==> src/rtl/cnn_act_pkg.sv <==
// Shared definitions for the cnn_act_pipe activation pipeline: mode encodings
// and default sizing. The optional counter is enabled by CNN_ACT_SATCNT_EN.
package cnn_act_pkg;

  localparam int WIDTH_DEF = 18;
  localparam int FRAC_DEF  = 8;
  localparam int CH_DEF    = 4;

  typedef enum logic [1:0] {
    MODE_SAT     = 2'b00,
    MODE_PASS    = 2'b01,
    MODE_UNI     = 2'b10,
    MODE_SAT_ALT = 2'b11
  } act_mode_e;

endpackage

==> src/rtl/cnn_act_lane.sv <==
// One channel of the activation datapath: stage 1 registers the absolute
// values and mode, stage 2 registers the clipped sample and its sat flag.
module cnn_act_lane
  import cnn_act_pkg::*;
#(
  parameter int WIDTH = WIDTH_DEF,
  parameter int FRAC  = FRAC_DEF
) (
  input  logic             clk,
  input  logic             rst,
  input  logic             en1,
  input  logic             en2,
  input  logic [WIDTH-1:0] x,
  input  logic [1:0]       mode,
  output logic [WIDTH-1:0] y,
  output logic             sat
);

  // Two guard bits keep |X+ONE| and |X-ONE| exact for every X.
  localparam int W2 = WIDTH + 2;
  localparam logic [W2-1:0] ONE_U = W2'(1) << FRAC;

  function automatic logic [W2-1:0] abs_w(input logic [W2-1:0] v);
    return v[W2-1] ? (~v + W2'(1)) : v;
  endfunction

  logic signed [W2-1:0] xe;
  logic signed [W2-1:0] sum_p;
  logic signed [W2-1:0] sum_n;

  assign xe    = {{2{x[WIDTH-1]}}, x};
  assign sum_p = xe + $signed(ONE_U);
  assign sum_n = xe - $signed(ONE_U);

  logic [W2-1:0]    abs_p_q;
  logic [W2-1:0]    abs_n_q;
  logic [W2-1:0]    abs_x_q;
  logic [WIDTH-1:0] x_q;
  act_mode_e        mode_q;

  always_ff @(posedge clk) begin
    if (rst) begin
      abs_p_q <= '0;
      abs_n_q <= '0;
      abs_x_q <= '0;
      x_q     <= '0;
      mode_q  <= MODE_SAT;
    end else if (en1) begin
      abs_p_q <= abs_w(sum_p);
      abs_n_q <= abs_w(sum_n);
      abs_x_q <= abs_w(xe);
      x_q     <= x;
      mode_q  <= act_mode_e'(mode);
    end
  end

  // Unipolar clamp uses (|X| - |X-ONE| + ONE) / 2, the one-sided form of the bipolar identity.
  logic signed [W2-1:0] x1e;
  logic signed [W2-1:0] y_full;
  logic                 sat_d;

  assign x1e = {{2{x_q[WIDTH-1]}}, x_q};

  always_comb begin
    y_full = '0;
    case (mode_q)
      MODE_PASS: y_full = x1e;
      MODE_UNI:  y_full = ($signed(abs_x_q) - $signed(abs_n_q) + $signed(ONE_U)) >>> 1;
      default:   y_full = ($signed(abs_p_q) - $signed(abs_n_q)) >>> 1;
    endcase
    sat_d = (y_full != x1e);
  end

  always_ff @(posedge clk) begin
    if (rst) begin
      y   <= '0;
      sat <= 1'b0;
    end else if (en2) begin
      y   <= y_full[WIDTH-1:0];
      sat <= sat_d;
    end
  end

endmodule

==> src/rtl/cnn_act_pipe.sv <==
// Two-stage CH-lane activation pipeline with valid/ready handshake.
// Defining CNN_ACT_SATCNT_EN adds the sat_cnt saturation event counter.
module cnn_act_pipe
  import cnn_act_pkg::*;
#(
  parameter int WIDTH = WIDTH_DEF,
  parameter int FRAC  = FRAC_DEF,
  parameter int CH    = CH_DEF
) (
  input  logic                clk,
  input  logic                rst,
  input  logic                in_valid,
  output logic                in_ready,
  input  logic [CH*WIDTH-1:0] in_data,
  input  logic [1:0]          in_mode,
  output logic                out_valid,
  input  logic                out_ready,
  output logic [CH*WIDTH-1:0] out_data,
  output logic [CH-1:0]       out_sat
`ifdef CNN_ACT_SATCNT_EN
  ,
  output logic [31:0]         sat_cnt,
  input  logic                sat_cnt_clr
`endif
);

  logic v1;
  logic v2;
  logic adv1;
  logic adv2;
  logic en1;
  logic en2;

  assign adv2     = !v2 || out_ready;
  assign adv1     = !v1 || adv2;
  assign in_ready = adv1 && !rst;
  assign en1      = in_valid && in_ready;
  assign en2      = v1 && adv2;

  always_ff @(posedge clk) begin
    if (rst) begin
      v1 <= 1'b0;
      v2 <= 1'b0;
    end else begin
      if (adv1) v1 <= in_valid;
      if (adv2) v2 <= v1;
    end
  end

  logic [CH*WIDTH-1:0] y_all;
  logic [CH-1:0]       sat_all;

  for (genvar k = 0; k < CH; k++) begin : g_lane
    cnn_act_lane #(
      .WIDTH (WIDTH),
      .FRAC  (FRAC)
    ) u_lane (
      .clk  (clk),
      .rst  (rst),
      .en1  (en1),
      .en2  (en2),
      .x    (in_data[k*WIDTH +: WIDTH]),
      .mode (in_mode),
      .y    (y_all[k*WIDTH +: WIDTH]),
      .sat  (sat_all[k])
    );
  end

  // Outputs are forced quiet for the whole reset, not just after the first edge.
  assign out_valid = v2 && !rst;
  assign out_data  = rst ? '0 : y_all;
  assign out_sat   = rst ? '0 : sat_all;

`ifdef CNN_ACT_SATCNT_EN
  logic [31:0] cnt_q;
  logic [31:0] pop;
  logic [32:0] cnt_sum;

  always_comb begin
    pop = '0;
    for (int k = 0; k < CH; k++) pop = pop + 32'(out_sat[k]);
    cnt_sum = {1'b0, cnt_q} + {1'b0, pop};
  end

  always_ff @(posedge clk) begin
    if (rst || sat_cnt_clr) begin
      cnt_q <= '0;
    end else if (out_valid && out_ready) begin
      cnt_q <= cnt_sum[32] ? '1 : cnt_sum[31:0];
    end
  end

  assign sat_cnt = rst ? '0 : cnt_q;
`endif

endmodule

==> config.mk <==
export PLATFORM = sky130hd
export DESIGN_NAME = cnn_act_pipe
export DESIGN_NICKNAME = d
export VERILOG_FILES = /design/src/rtl/cnn_act_pkg.sv /design/src/rtl/cnn_act_lane.sv /design/src/rtl/cnn_act_pipe.sv
export SDC_FILE = /design/constraint.sdc
export NUM_CORES = 1
export LEC_CHECK = 0
export ABC_AREA = 1
export CAP_MARGIN = 30
export CORE_MARGIN = 4
export CORE_UTILIZATION = 55
export CTS_BUF_LIST = sky130_fd_sc_hd__clkbuf_4 sky130_fd_sc_hd__clkbuf_8 sky130_fd_sc_hd__clkbuf_16
export CTS_CLUSTER_SIZE = 28
export DETAILED_ROUTE_END_ITERATION = 10
export HOLD_SLACK_MARGIN = 0.05
export PLACE_DENSITY_LB_ADDON = 0.15
export SLEW_MARGIN = 10
export SYNTH_ARGS = -nofsm -noshare
export SYNTH_HDL_FRONTEND = slang
export SYNTH_SLANG_ARGS = --single-unit
==> constraint.sdc <==
create_clock -name clk -period 2.39 [get_ports clk]
set_input_delay 0.5975 -clock clk [delete_from_list [all_inputs] [get_ports clk]]
set_output_delay 0.5975 -clock clk [all_outputs]
set_load 0.02 [all_outputs]
Yosys cells after proc, flatten, opt, wreduce, memory -nomap -nowiden:

Index checks and enable logic that the tools add are counted.

* input port bits: 78
* flip-flop bits (word level): 392

* multiplexer cells: 18
* eq/ne operators: 6
* $add $sub $neg: 32
* bitwise gates (word level): 12
* reductions and logical operators: 9

Operators with widths (count)
* 20-bit by 1-bit adder with 20-bit output, second input constant: 12
* 20-bit two-way mux: 12
* 20-bit inverter: 12
* 20-bit case mux with 2 select lines: 4
* 20-bit subtractor: 8
* 20-bit by 10-bit adder with 20-bit output, second input constant: 4
* 20-bit by 18-bit != test with 1-bit output: 4
* 18-bit by 10-bit adder with 19-bit output, second input constant: 4
* 18-bit by 10-bit subtractor with 19-bit output, second input constant: 4
* 72-bit two-way mux: 1
* 1-bit logical AND: 4
* 4-bit two-way mux: 1
* 1-bit logical NOT: 3
* 2-bit by 1-bit == test with 1-bit output, second input constant: 1
* 2-bit == test, second input constant: 1
* 1-bit logical OR: 2

Longest topological paths before layout:

* depth in word-level cells: 5
* depth in mapped cells: 23
* gate-level depth less buffers: 23

Hierarchy:

Synthesis repeated with hierarchy kept, for this count alone.

* cell total of the unflattened synthesis: 5132
* area, all modules: 31631.6 um^2

By module, submodules not included
* cnn_act_lane (g_lane[0].u_lane ...): area each 7718.7 um^2, instances 3, cells each 1244
* cnn_act_lane (g_lane[3].u_lane): area each 7704.9 um^2, instances 1, cells each 1223
* cnn_act_pipe: area each 770.7 um^2, instances 1, cells each 177

Least setup slack after synthesis:

OpenSTA, ideal clock, no wires.

* path type: register -> register
* start: reg g_lane[0].u_lane.abs_n_q[2]
* end: reg g_lane[0].u_lane.sat
* data arrival time: 2262 ps
* setup slack: 19 ps
* setup time: 109 ps
* stages on the path, launching flop included: 22
* path buffers: 0
* cells stage by stage: dfxtp_1 inv_1 ha_1 fa_1 nand2_1 nand3_1 nand3_1 nand2_1 nand2_1 nand2_1 nand2_1 nand3_1 nand2_1 nand2_1 nand2_1 nand2_1 nor2_1 nand2_1 nor2_1 nand3_1 nand2_1 inv_1

* word-level cells in the longest chain between the ends: 4
* elaborated cells on any way between the ends: 5
* those cells by class: add/sub (3); eq/ne (1); mux (1)

Ends and longest elaborated chain
* from (decl): RTL line cnn_act_lane.sv:36 `logic [W2-1:0] abs_n_q;`
* from (signal assigned): RTL line cnn_act_lane.sv:50 `abs_n_q <= abs_w(sum_n);`
* 20-bit subtractor: RTL line cnn_act_lane.sv:68 `MODE_UNI: y_full = ($signed(abs_x_q) - $signed(abs_n_q) + $signed(ONE_U)) >>> 1;`
* 20-bit by 10-bit adder with 20-bit output: RTL line cnn_act_lane.sv:68
* 20-bit case mux with 2 select lines *: RTL line cnn_act_lane.sv:66 `case (mode_q)`
* 20-bit by 18-bit != test with 1-bit output *: RTL line cnn_act_lane.sv:71 `sat_d = (y_full != x1e);`
* to (signal assigned): RTL line cnn_act_lane.sv:80 `sat <= sat_d;`
* to (decl): RTL line cnn_act_lane.sv:16 `output logic sat`

Mark *: on every way between the ends. The rest lies on a longest branch, timed or not.
A chain may end at the register's enable or synchronous reset.

Worst setup path in the final report:

* start: reg g_lane[2].u_lane.abs_n_q[3]
* end: reg g_lane[2].u_lane.sat

* word-level cells in the longest chain between the ends: 4
* elaborated cells on any way between the ends: 5
* those cells by class: add/sub (3); eq/ne (1); mux (1)

Ends and longest elaborated chain (RTL line)
* from (decl): cnn_act_lane.sv:36
* from (signal assigned): cnn_act_lane.sv:50
* 20-bit subtractor: cnn_act_lane.sv:68
* 20-bit by 10-bit adder with 20-bit output: cnn_act_lane.sv:68
* 20-bit case mux with 2 select lines *: cnn_act_lane.sv:66
* 20-bit by 18-bit != test with 1-bit output *: cnn_act_lane.sv:71
* to (signal assigned): cnn_act_lane.sv:80
* to (decl): cnn_act_lane.sv:16

Marked as above.

==> results.yml <==
synth:
  synth_mux_area_share_pct: 0.644
  ys_types: 62
  synth_compound_area_share_pct: 16.7
  synth_seq_cells: 380
  synth_edf_count: 0
  synth_cells: 5026
  synth_top_area_share_pct: 24.5
  synth.largest_area_cell: "dfxtp_1"
  synth_fa_ha_area_share_pct: 9.99
  synthXorXnorAreaFrac_pct: 3.94
  ys.flop_type: "dfxtp_1"
  synthSimpleGateAreaFrac_pct: 32.6
  yosysSeqAreaShare_pct: 24.5
  synthTopCellsByArea: "dfxtp_1, nand2_1, ha_1, inv_1, nand3_1"
  synth_area_per_cell_um2: 6.19
  async_flop_share_pct: 0
  syn_nets: 5350
  yosys_warnings: 0
  synthesis.area_um2: 31100
  synth_top_family_by_area: "simple AND/OR/NAND/NOR gates"
clock_tree:
  htreeDepth: 2
  cts_sinks: 380
  postCtsHoldBufs: 0
  cts_tree: "built"
  cts_inserted_buffers: 44
  cts_root_buf: "clkbuf_16"
  path_clk_slew_ns: 0.06
  worstSkewPairLatency_ns: 0.59
  ctsLongestPathBuffers: 3
sta:
  period_needed_ns: 2.69
  slew_headroom_pct: 12.7
  finalSetupViolCount: 8
  fmax_mhz: 372
  skew_ns: 0.0179
  fin_ws_ns: -0.299
  whs_ns: 0.352
  tightest_slew_ns: 1.31
  hold_viol: 0
  drv_slew: 0
  period_share_pct: 113
  rsz0062_at_grt: "true"
  setup_tns_ns: -0.914
global_routing:
  track_usage_pct: 34.7
  grt_overflow: 0
  antenna_found_initial: 1
  grt_pass1_wl_um: 173000
  first_global_vias: 34672
  grt_max_degree: 225
layout:
  final_common_cell: "nand2_1"
  fillCellCount: 4180
  multiInputGateArea_um2: 22200
  seq_area_um2: 7640
  antennaDiodeCount: 0
  fin_util_pct: 78.2
  drive_above_1_share_pct: 25.1
  area_delta_synth_final_pct: 39.7
  final_cell_mix: "nand2_1, buf_4, inv_1"
  finalNetCount: 6218
detailed_routing:
  route.detailed.wl_per_inst_um: 16.9
  via_count: 36869
  drt_iter0_drc: 3574
  drtAntennaViolNets: 0
  dr.pass1.iters: 6
  vias_per_cell: 5.53
  routed_wl_um: 112000
  drc: 0
die:
  initial_core_util_pct: 56.0
  core_um2: 55500
  ios: 156
  dieArea_um2: 60400
  rows: 86
  die_y_um: 246
  die_w_um: 246
status:
  status: "finished, violations left"
  violations: "setup timing"
power:
  finalPower_uw: 27500
  leakage_uw: 0.0224
  vdd_drop_max_mv: 0.634
  powerDensity_nw_per_um2: 634
place:
  hpwl_um: 82500
  gp_congestion: 1.01
  portBuffers: 155
  dp_slack_ns: -0.593
job:
  max_cap_violations: 0
hold_path:
  hold_path_class: "input port to register"
critical_path:
  worst_ep_required_time_ns: 2.88
  critical_path_class: "register to register"
  crit_path_max_fanout: 5
  start_kind: "register"
  endpoint_kind: "register"
  critPathArrivalTime_ns: 3.18
## layer usage
metal  vias to the layer above  part of all wire, %  GRT usage (%)  wire length (um)
met5                         -                    0              0                 0
met4                         0                  4.2           12.9              4770
met2                      1575                   45           57.5             50900
met3                       346                  8.3           4.57              9300
met1                     16889                   42           46.2             47500
li1                      18059                    -              -                 -
## state kept, by name, indices dropped and copies added (netlist names)
signal	count
g_lane.u_lane.mode_q	2
v2	1
v1	1
g_lane.u_lane.abs_x_q	76
g_lane.u_lane.y	72
g_lane.u_lane.x_q	72
g_lane.u_lane.sat	4
g_lane.u_lane.abs_p_q	76
g_lane.u_lane.abs_n_q	76
## worst max-delay path, stage by stage (launching register included)
cell,delay [ns]
dfxtp_1,0.31
inv_1,0.06
ha_1,0.32
ha_4,0.32
inv_1,0.06
nand2_1,0.18
nand3_1,0.15
nand2_1,0.15
nand3_1,0.11
nand2_1,0.08
nand2_1,0.05
nand3_1,0.09
nand2_1,0.08
nand2_1,0.09
nand2_1,0.05
nand2_1,0.05
nand3_1,0.09
nor2_1,0.11
nand3_1,0.12
nand2_1,0.08
inv_1,0.03
## cell families (layout without fill, tap and decap cells)
| family | after synthesis | count (layout) |
|---|---|---|
| DFF | 380 | 380 |
| AOI/OAI and AO/OA | 922 | 922 |
| buffers and inverters | 936 | 1835 |
| and+or+nand+nor | 2382 | 2382 |
| adders and majority gates | 246 | 246 |
| xor gates and xnor gates | 140 | 140 |
| muxes | 20 | 20 |
## final timing paths
kind                            cells after the start  slack, ns                           end                          from
worst max-delay path                               20      -0.30          g_lane[2].u_lane.sat   g_lane[2].u_lane.abs_n_q[3]
worst min-delay path                                3       0.35       g_lane[3].u_lane.x_q[0]                   in_data[54]
worst max register to register                     20      -0.30          g_lane[2].u_lane.sat   g_lane[2].u_lane.abs_n_q[3]
worst min register to register                      2       0.45  g_lane[0].u_lane.abs_x_q[18]  g_lane[0].u_lane.abs_x_q[18]
## synthesized netlist by cell type (all sizes together), types with 40 or more instances
cell / instances
nand4: 40
buf: 98
o31ai: 42
a21oi: 391
o21ai: 331
nor2: 408
nor3: 45
nand2: 1360
dfxtp: 380
nand3b: 53
xor2: 116
inv: 748
nand3: 454
clkbuf: 89
ha: 242
## metrics by stage
stage	instances	cell area [um2]
floorplan	5026	31100
global placement	6569	39200
detailed placement	6569	39200
CTS	6653	41900
global route	6673	43400
finish	6673	43400
## area by class of cell
| class | count | area share (%) |
|---|---|---|
| well taps | 748 | 2.15 |
| repair buffers | 1009 | 18.9 |
| multi-input cells | 3710 | 51.2 |
| flip-flops and latches | 380 | 17.6 |
| clock buffers | 64 | 3.12 |
| clock inverters | 13 | 0.524 |
| inverters | 749 | 6.52 |
## power by group
group / leakage [uW] / switching, uW / internal, uW
clock: 0.000784 / 2900 / 4570
combinational: 0.0185 / 7240 / 5600
sequential: 0.00315 / 379 / 6850
## what timing repair did
item,4_1_cts,5_1_grt
endpoints found under the setup margin,36,92
setup buffers,7,23
pin swaps,67,107
gates resized for setup,222,354
No activity file was read; power rests on OpenSTA's default activity.
